## src/rtl/lcd_pkg.sv

```systemverilog
// rtl/lcd_pkg.sv - register map, STAT bit positions and FSM states for lcd_num_loader
package lcd_pkg;

  localparam logic [7:0] CTRL_OFS   = 8'h00;
  localparam logic [7:0] STAT_OFS   = 8'h04;
  localparam logic [7:0] VALUE_BASE = 8'h10;

  localparam int CTRL_IRQ_EN  = 0;
  localparam int CTRL_BLANK   = 1;
  localparam int STAT_BUSY    = 16;
  localparam int STAT_IRQ     = 17;
  localparam int STAT_OVF_LSB = 24;
  localparam int STAT_OVF_W   = 8;

  typedef enum logic [1:0] {
    ST_IDLE  = 2'd0,
    ST_PICK  = 2'd1,
    ST_SHIFT = 2'd2,
    ST_DONE  = 2'd3
  } state_t;

endpackage

```

## src/rtl/bin2bcd_seq.sv

```systemverilog
// rtl/bin2bcd_seq.sv - sequential double-dabble, one bit per cycle, with guard digit overflow detect
module bin2bcd_seq
  import lcd_pkg::*;
#(
  parameter int BIN_W  = 16,
  parameter int DIGITS = 5
) (
  input  logic                  clk,
  input  logic                  rst_n,
  input  logic                  start,
  input  logic [BIN_W-1:0]      bin_in,
  output logic                  busy,
  output logic                  done,
  output logic [DIGITS*4-1:0]   bcd_out,
  output logic                  ovf
);

  localparam int BCD_W = DIGITS * 4 + 4;
  localparam int CNT_W = $clog2(BIN_W + 1);

  logic [BIN_W-1:0] bin_q;
  logic [BCD_W-1:0] bcd_q;
  logic [BCD_W-1:0] bcd_adj;
  logic [CNT_W-1:0] cnt_q;
  logic             busy_q;
  logic             done_q;
  logic             sticky_q;

  always_comb begin
    bcd_adj = bcd_q;
    for (int d = 0; d <= DIGITS; d++) begin
      if (bcd_q[d*4 +: 4] >= 4'd5) begin
        bcd_adj[d*4 +: 4] = bcd_q[d*4 +: 4] + 4'd3;
      end
    end
  end

  // A bit leaving the guard digit means the value is far beyond range; keep it sticky.
  always_ff @(posedge clk or negedge rst_n) begin
    if (!rst_n) begin
      bin_q    <= '0;
      bcd_q    <= '0;
      cnt_q    <= '0;
      busy_q   <= 1'b0;
      done_q   <= 1'b0;
      sticky_q <= 1'b0;
    end else begin
      done_q <= 1'b0;
      if (start) begin
        bin_q    <= bin_in;
        bcd_q    <= '0;
        cnt_q    <= CNT_W'(BIN_W);
        busy_q   <= 1'b1;
        sticky_q <= 1'b0;
      end else if (busy_q) begin
        bcd_q    <= {bcd_adj[BCD_W-2:0], bin_q[BIN_W-1]};
        bin_q    <= {bin_q[BIN_W-2:0], 1'b0};
        sticky_q <= sticky_q | bcd_adj[BCD_W-1];
        cnt_q    <= cnt_q - 1'b1;
        if (cnt_q == CNT_W'(1)) begin
          busy_q <= 1'b0;
          done_q <= 1'b1;
        end
      end
    end
  end

  assign busy    = busy_q;
  assign done    = done_q;
  assign bcd_out = bcd_q[DIGITS*4-1:0];
  assign ovf     = sticky_q | (bcd_q[BCD_W-1 -: 4] != 4'd0);

endmodule

```

## src/rtl/lcd_num_loader.sv

```systemverilog
// rtl/lcd_num_loader.sv - register-mapped multi-channel binary to BCD loader feeding lcd_array
module lcd_num_loader
  import lcd_pkg::*;
#(
  parameter int NUM_CH = 4,
  parameter int BIN_W  = 16,
  parameter int DIGITS = 5
) (
  input  logic                         clk,
  input  logic                         rst_n,
  input  logic [31:0]                  addr_32b_i,
  input  logic                         wren_i,
  input  logic                         rden_i,
  input  logic [31:0]                  din_32b_i,
  output logic [31:0]                  dout_32b_o,
  output logic                         dout_32b_valid_o,
  output logic                         interrupt_o,
  output logic [NUM_CH*DIGITS*4-1:0]   digits_o,
  output logic [NUM_CH-1:0]            digits_valid_o
);

  localparam int FIELD_W = DIGITS * 4;
  localparam int CH_W    = (NUM_CH > 1) ? $clog2(NUM_CH) : 1;
  localparam int OVF_W   = (NUM_CH < STAT_OVF_W) ? NUM_CH : STAT_OVF_W;
  localparam logic [5:0] CTRL_WORD = CTRL_OFS[7:2];
  localparam logic [5:0] STAT_WORD = STAT_OFS[7:2];
  localparam logic [5:0] VAL_WORD  = VALUE_BASE[7:2];

  logic [5:0]                 word;
  logic                       val_hit;
  logic [CH_W-1:0]            val_ch;
  logic                       wr_ctrl;
  logic                       wr_stat;
  logic [31:0]                rdata;
  logic [BIN_W-1:0]           value_q [NUM_CH];
  logic [NUM_CH-1:0]          pending_q;
  logic [NUM_CH-1:0]          pend_set;
  logic [NUM_CH-1:0]          pend_clr;
  logic                       irq_en_q;
  logic                       irq_en_d;
  logic                       blank_q;
  logic                       irq_flag_q;
  logic                       irq_flag_d;
  logic [OVF_W-1:0]           ovf_q;
  logic [OVF_W-1:0]           ovf_set;
  logic [OVF_W-1:0]           ovf_clr;
  logic [NUM_CH*FIELD_W-1:0]  field_q;
  state_t                     state_q;
  state_t                     state_d;
  logic [CH_W-1:0]            last_q;
  logic [CH_W-1:0]            pick_idx;
  logic                       pick_found;
  logic                       start;
  logic                       finish;
  logic                       bcd_busy;
  logic                       bcd_done;
  logic                       bcd_ovf;
  logic [FIELD_W-1:0]         bcd_out;
  logic                       unused;

  assign word   = addr_32b_i[7:2];
  assign unused = ^{addr_32b_i, din_32b_i};

  always_comb begin
    val_hit = 1'b0;
    val_ch  = '0;
    for (int c = 0; c < NUM_CH; c++) begin
      if (word == 6'(int'(VAL_WORD) + c)) begin
        val_hit = 1'b1;
        val_ch  = CH_W'(c);
      end
    end
  end

  assign wr_ctrl = wren_i && (word == CTRL_WORD);
  assign wr_stat = wren_i && (word == STAT_WORD);

  // Read mux sees register state before any same-cycle write lands.
  always_comb begin
    rdata = '0;
    if (word == CTRL_WORD) begin
      rdata[CTRL_IRQ_EN] = irq_en_q;
      rdata[CTRL_BLANK]  = blank_q;
    end else if (word == STAT_WORD) begin
      rdata[NUM_CH-1:0]               = pending_q;
      rdata[STAT_BUSY]                = (state_q != ST_IDLE) || bcd_busy;
      rdata[STAT_IRQ]                 = irq_flag_q;
      rdata[STAT_OVF_LSB +: OVF_W]    = ovf_q;
    end else if (val_hit) begin
      rdata[BIN_W-1:0] = value_q[val_ch];
    end
  end

  // Round-robin: search starts at the channel after the one served last.
  always_comb begin
    pick_found = 1'b0;
    pick_idx   = last_q;
    for (int i = 1; i <= NUM_CH; i++) begin
      if (!pick_found && pending_q[CH_W'((int'(last_q) + i) % NUM_CH)]) begin
        pick_found = 1'b1;
        pick_idx   = CH_W'((int'(last_q) + i) % NUM_CH);
      end
    end
  end

  always_ff @(posedge clk or negedge rst_n) begin
    if (!rst_n) begin
      state_q <= ST_IDLE;
    end else begin
      state_q <= state_d;
    end
  end

  always_comb begin
    state_d = state_q;
    case (state_q)
      ST_IDLE:  if (|pending_q) state_d = ST_PICK;
      ST_PICK:  state_d = ST_SHIFT;
      ST_SHIFT: if (bcd_done) state_d = ST_DONE;
      ST_DONE:  state_d = ST_IDLE;
      default:  state_d = ST_IDLE;
    endcase
  end

  always_comb begin
    start    = (state_q == ST_PICK);
    finish   = (state_q == ST_SHIFT) && bcd_done;
    pend_clr = start ? (NUM_CH'(1) << pick_idx) : '0;
    pend_set = (wren_i && val_hit) ? (NUM_CH'(1) << val_ch) : '0;
  end

  always_comb begin
    ovf_set = '0;
    for (int c = 0; c < OVF_W; c++) begin
      ovf_set[c] = finish && bcd_ovf && (last_q == CH_W'(c));
    end
    ovf_clr    = wr_stat ? din_32b_i[STAT_OVF_LSB +: OVF_W] : '0;
    irq_flag_d = (irq_flag_q & ~(wr_stat & din_32b_i[STAT_IRQ])) | finish;
    irq_en_d   = wr_ctrl ? din_32b_i[CTRL_IRQ_EN] : irq_en_q;
  end

  always_ff @(posedge clk or negedge rst_n) begin
    if (!rst_n) begin
      for (int c = 0; c < NUM_CH; c++) value_q[c] <= '0;
      pending_q        <= '0;
      irq_en_q         <= 1'b0;
      blank_q          <= 1'b0;
      irq_flag_q       <= 1'b0;
      ovf_q            <= '0;
      field_q          <= '0;
      last_q           <= CH_W'(NUM_CH - 1);
      digits_valid_o   <= '0;
      interrupt_o      <= 1'b0;
      dout_32b_valid_o <= 1'b0;
      dout_32b_o       <= '0;
    end else begin
      if (wren_i && val_hit) value_q[val_ch] <= din_32b_i[BIN_W-1:0];
      pending_q <= (pending_q & ~pend_clr) | pend_set;
      if (wr_ctrl) begin
        irq_en_q <= din_32b_i[CTRL_IRQ_EN];
        blank_q  <= din_32b_i[CTRL_BLANK];
      end
      irq_flag_q <= irq_flag_d;
      ovf_q      <= (ovf_q & ~ovf_clr) | ovf_set;
      if (start) last_q <= pick_idx;
      if (finish) begin
        field_q[int'(last_q)*FIELD_W +: FIELD_W] <= bcd_ovf ? {DIGITS{4'h9}} : bcd_out;
      end
      digits_valid_o   <= finish ? (NUM_CH'(1) << last_q) : '0;
      interrupt_o      <= irq_flag_d & irq_en_d;
      dout_32b_valid_o <= wren_i | rden_i;
      dout_32b_o       <= rden_i ? rdata : '0;
    end
  end

  assign digits_o = blank_q ? {(NUM_CH*DIGITS){4'hF}} : field_q;

  bin2bcd_seq #(
    .BIN_W  (BIN_W),
    .DIGITS (DIGITS)
  ) u_bin2bcd (
    .clk     (clk),
    .rst_n   (rst_n),
    .start   (start),
    .bin_in  (value_q[pick_idx]),
    .busy    (bcd_busy),
    .done    (bcd_done),
    .bcd_out (bcd_out),
    .ovf     (bcd_ovf)
  );

endmodule
```

## config.mk

```make
export PLATFORM = sky130hd
export DESIGN_NAME = lcd_num_loader
export DESIGN_NICKNAME = d
export VERILOG_FILES = /design/src/rtl/lcd_pkg.sv /design/src/rtl/bin2bcd_seq.sv /design/src/rtl/lcd_num_loader.sv
export SDC_FILE = /design/constraint.sdc
export NUM_CORES = 1
export LEC_CHECK = 0
export CAP_MARGIN = 20
export CORE_MARGIN = 10
export CORE_UTILIZATION = 55
export CTS_CLUSTER_SIZE = 20
export DETAILED_ROUTE_END_ITERATION = 8
export PLACE_DENSITY_LB_ADDON = 0.08
export SLEW_MARGIN = 20
export SYNTH_ARGS = -nofsm -noshare
export SYNTH_HDL_FRONTEND = slang
export SYNTH_SLANG_ARGS = --single-unit
```

## constraint.sdc

```tcl
create_clock -name clk -period 4.4 [get_ports clk]
set_clock_uncertainty 0.2 [all_clocks]
set_input_delay 0.88 -clock clk [delete_from_list [all_inputs] [get_ports clk]]
set_output_delay 0.88 -clock clk [all_outputs]
set_load 0.02 [all_outputs]
```

* Word-level counts from Yosys, hierarchy flattened
Index checks and enable logic that the tools add are counted.
** Word-level totals
- Register bits after elaboration :: 241
- Logic and storage cells :: 183
** Cells by class
- Eq/ne operators :: 14
- Shift operators :: 5
- Bitwise gates (word level) :: 16
- Mux-type cells :: 75
- Add/sub/neg operators :: 12
- Reductions and logical operators :: 25
- Magnitude comparators :: 13
- Multipliers :: 1
** Operators with widths (number)
- $mux 16 :: 9
- $bwmux 80 :: 1
- $mux 80 :: 1
- $shift 20x33->80 const A :: 1
- $shiftx 20x33->80 :: 1
- $bmux 16 s2 :: 2
- $bwmux 64 :: 1
- $mux 4 :: 13
- $mux 24 :: 2
- $neg 7->33 :: 1
- $demux 16 s2 :: 1
- $mux 28 :: 1
- $mux 1 :: 25
- $add 4x2->4 const B :: 6
- $eq 6x3->1 const B :: 4
- $ge 4x3->1 const B :: 6
- $mux 2 :: 10
- $mux 20 :: 1
- $lt 2x4->1 const B :: 4
- $logic_and 1x1->1 :: 13
- $mux 12 :: 1
- $shl 1x2->4 const A :: 3
- $mux 5 :: 2
- $and 4x4->4 :: 2
- 28 further kinds :: 50

* Longest topological paths before layout
- Depth after elaboration :: 19
- Depth in mapped cells :: 12

* Modules after synthesis
A second synthesis with hierarchy kept.
** Second synthesis, totals
- Cells, all modules :: 1203
- Area, all modules :: 12758.5 sq um
** By module, submodules not included
- lcd_num_loader :: cells an instance 910, area an instance 9972.1 sq um, times used 1
- bin2bcd_seq :: cells an instance 293, area an instance 2786.4 sq um, times used 1

* Worst setup path after synthesis
No wires, ideal clock.
- Kind :: register to register
- Start :: reg last_q[0]
- End :: reg u_bin2bcd.bin_q[10]
- Path buffers :: 5
- Arrival :: 2790 ps
- Period minus slack after synthesis :: 3094 ps
- Data required time :: 4096 ps
- Path slack :: 1306 ps
- Stages on the path, launching flop included :: 13
- Path through :: dfstp_2 buf_2 buf_2 inv_1 ha_1 buf_2 inv_1 o221a_2 a31oi_2 buf_6 buf_8 nor2_1 a221oi_1
** On the way
- Word-level cells in the longest chain between the ends :: 19
- Elaborated cells on any way between the ends :: 34
** RTL lines
- start, declared :: line lcd_num_loader.sv:50 : logic [CH_W-1:0] last_q;
- start signal, assigned :: line lcd_num_loader.sv:151 : last_q <= CH_W'(NUM_CH - 1);
- start signal, assigned :: line lcd_num_loader.sv:165 : if (start) last_q <= pick_idx;
- $add 2x1->2 :: line lcd_num_loader.sv:99, lcd_num_loader.sv:101
- $bmux 1 s2 :: line lcd_num_loader.sv:99 : if (!pick_found && pending_q[CH_W'((int'(last_q) + i) % NUM_CH)]) begin
- $mux 1 (not written as such) (2 in a row) :: line lcd_num_loader.sv:99
- $mux 1 :: line lcd_num_loader.sv:99
- $logic_not 1->1 :: line lcd_num_loader.sv:99
- $logic_and 1x1->1 :: line lcd_num_loader.sv:99
- $mux 1 :: line lcd_num_loader.sv:99
- $logic_not 1->1 :: line lcd_num_loader.sv:99
- $logic_and 1x1->1 :: line lcd_num_loader.sv:99
- $mux 1 :: line lcd_num_loader.sv:99
- $logic_not 1->1 :: line lcd_num_loader.sv:99
- $logic_and 1x1->1 :: line lcd_num_loader.sv:99
- $mux 2 (*) :: line lcd_num_loader.sv:99
- $not 2->3 (not written as such) (*) :: line lcd_num_loader.sv:185 : .bin_in (value_q[pick_idx]),
- $bmux 16 s2 (*) :: line lcd_num_loader.sv:185
- $mux 16 (not written as such) (*) (2 in a row) :: line lcd_num_loader.sv:185
- $mux 16 (*) :: line bin2bcd_seq.sv:49 : if (start) begin
- end signal, assigned :: line bin2bcd_seq.sv:50 : bin_q <= bin_in;
- end signal, assigned :: line bin2bcd_seq.sv:57 : bin_q <= {bin_q[BIN_W-2:0], 1'b0};
- end, declared :: line bin2bcd_seq.sv:21 : logic [BIN_W-1:0] bin_q;
Mark *: on every way between the ends. The rest lies on a longest branch, timed or not. The select of a mux whose other input is x is not followed.
A chain may end at the register's enable or synchronous reset.

* Worst setup path in the final report
- Start :: reg last_q[1]
- End :: reg u_bin2bcd.bin_q[3]
The elaborated chain is that of the path after synthesis.

==> out/results.ini <==
[critical_path]
cp.depth = 8
cp.arrival_ns = 3.71
max_stage_delay_ns = 0.65
cp-end-kind = register
crit_chain = inv_1, ha_1, inv_1, o221a_2, a31oi_4, buf_4, and2_1, a221oi_1
crit_top_cell = inv_1
cp.required_ns = 4.58
reg2reg_slack_ns = 0.87
crit_family = buffers and inverters
path_buf_inv = 3
cp_max_fo = 29
r2r_cells = 8
start_kind = register
r2r-end = u_bin2bcd.bin_q[3]
worstSetupPathType = reg2reg
worstSetupStartpoint = last_q[1]
rr_startpoint = last_q[1]
setup.worst_path.end = u_bin2bcd.bin_q[3]
cp_slowest_cell = dfstp_2

[cells_and_area]
layout_common_cells = dfrtp_1 (232), clkdlybuf4s50_1 (136), nand2_1 (105)
synthToLayoutAreaGrowth_pct = 18.0
nFillCells = 1798
nNetsFinal = 1394
antenna_cells = 0
final_common_cell = dfrtp_1
post-route-util_pct = 66.5
final_layout_size_suffix_gt1_share_pct = 18.5

[clock_network]
clock_path_buffers = 3
clock_latency_ns = 0.52
cts_root_buf = clkbuf_16
cts_max_level = 1
cts_resized = 0
cts_setup_buffers = 0
cts_buffers = 24
clk_pin_slew_ns = 0.06
cts_tree = built
clkSinkCount = 235
postCtsHoldBufs = 0

[drt]
detail_route.wirelength_um = 31100
vias_per_cell = 5.91
ant_nets = 0
firstDrtPassIters = 5
vias = 9436
drc = 0
drt_iter0_markers = 617
wl_per_cell_um = 19.5

[place]
portBuffers = 138
routabilityCongestion = 0.955
dp_hpwl_um = 21800

[sta]
period_share_pct = 80.3
fin_crit_ns = 3.53
fmax_mhz = 283
finalHoldViolCount = 0
slew_viol_final = 0
fin_setup_tns_ns = 0
worst_slew_pin_slew_ns = 1.03
rsz0062_at_grt = no
slew_headroom_pct = 31.6
setup-violations-final = 0

[synth]
synthFlopType = dfrtp_1
yosysWarnings = 0
synth_top_area_share_pct = 47.1
synth_cells = 1200
synth.distinct_cells = 77
synth_area_per_cell_um2 = 10.3
synth.largest_area_cell = dfrtp_1
synth.yosys.seq_area_share_pct = 47.5
synth-seq-cells = 235
ys_async_sr_fraction_pct = 100
synthTopCellsByArea = dfrtp_1 (47%), mux2_2 (6.3%), mux2i_1 (5.5%)
syn_area_mm2 = 0.0124
synth_edf_count = 0

[die]
rows = 54
pin_count = 186
die_height_um = 170
die_x_um = 170
coreArea_mm2 = 0.0220
start_util_pct = 56.4
fp.dieArea_mm2 = 0.0289

[grt]
antenna_found_initial = 0
overflow = 0
grt_pass1_vias = 9368
grt_max_degree = 96
grt_pass1_wl_um = 50800
grtUsageTotal_pct = 21.3

[outcome]
status = finished clean

[job]
drv_cap = 0

[power_and_ir_drop]
leakage_nw = 6.74
p_per_area_mw_per_mm2 = 382
ir_drop_mv = 0.339

[min_path]
worstHoldPathType = in2async

## sequential cells by signal (all words and copies together) (netlist names), 2 cells and up
register / count
digits_valid_o: 4
dout_32b_o: 22
field_q: 80
last_q: 2
ovf_q: 4
pending_q: 4
state_q: 2
u_bin2bcd.bcd_q: 24
u_bin2bcd.bin_q: 16
u_bin2bcd.cnt_q: 5
value_q: 64
## cell families (layout without fill, tap and decap cells)
logic type | after synthesis | after routing | share of synthesized area (%)
buf+inv | 125 | 232 | 4.70
other cells | 1 | 10 | 0.0303
xor+xnor | 16 | 16 | 1.13
mux | 150 | 150 | 13.6
compound gates | 268 | 268 | 14.7
flops | 235 | 235 | 47.5
fa+ha+maj | 26 | 26 | 2.63
simple gates | 379 | 379 | 15.7
## layer usage
| layer | vias up | wire, µm | track usage, % |
|---|---|---|---|
| met5 | - | 0 | 0 |
| met4 | 0 | 1200 | 7.93 |
| met3 | 84 | 1840 | 3.93 |
| met2 | 296 | 15100 | 35.8 |
| met1 | 4616 | 13000 | 26.9 |
| li1 | 4440 | - | - |
## cell type report
cell class,count,area (µm²),share of cell area (%)
flip-flops and latches,235,5880,40.3
repair buffers,163,1580,10.8
inverters,27,101,0.694
clock inverters,8,55.1,0.377
well taps,280,350,2.40
clock buffers,34,668,4.57
multi-input cells,849,5970,40.9
## per-stage QoR
step	hold WS, ns	cells	setup WS, ns	instance area [µm²]	power (mW)
after global placement	0.254	1554	0.818	13900	3.72
after floorplan	0.235	1209	1.31	12400	3.23
after CTS	0.216	1596	0.861	14600	5.64
after detailed placement	0.262	1554	0.783	13900	3.75
after global routing	0.245	1596	0.629	14600	5.85
final	0.181	1596	0.869	14600	5.59
## worst min path at each step
stage,from,end,cells past startpoint,slack (ns)
5_1_grt,rst_n,field_q[30],1,0.25
4_1_cts,rst_n,field_q[30],1,0.22
3_5_place_dp,field_q[25],field_q[25],2,0.26
6_report,rst_n,field_q[30],1,0.18
2_1_floorplan,field_q[33],field_q[33],2,0.23
3_3_place_gp,field_q[62],field_q[62],2,0.25
## cells in the mapped netlist (3+ instances only)
master,number
mux2_2,69
o22ai_1,4
a32oi_1,5
a21boi_0,5
or3_1,8
clkbuf_1,54
mux2i_1,68
buf_4,11
o211ai_1,6
xnor2_1,15
and3_1,10
and2_1,7
a32o_1,4
nor2b_1,17
a22o_1,27
inv_1,26
nand3_1,12
mux4_2,4
o31ai_1,3
or2_2,83
nor2_1,84
buf_2,18
a21oi_1,44
a22oi_1,11
nor3_1,12
nand2b_1,13
dfrtp_1,233
ha_1,26
a221oi_1,17
and2_0,3
o41ai_1,5
buf_1,9
a21o_1,10
buf_6,5
a211oi_1,29
mux2_4,9
o21ai_0,73
a31oi_1,6
nand2_1,105
## power breakdown
group	internal [mW]	switching [mW]	leakage (nW)
Clock	1.06	0.825	0.360
Sequential	2.35	0.154	3.16
Combinational	0.613	0.589	3.22
Power figures use the tool's default switching activity.
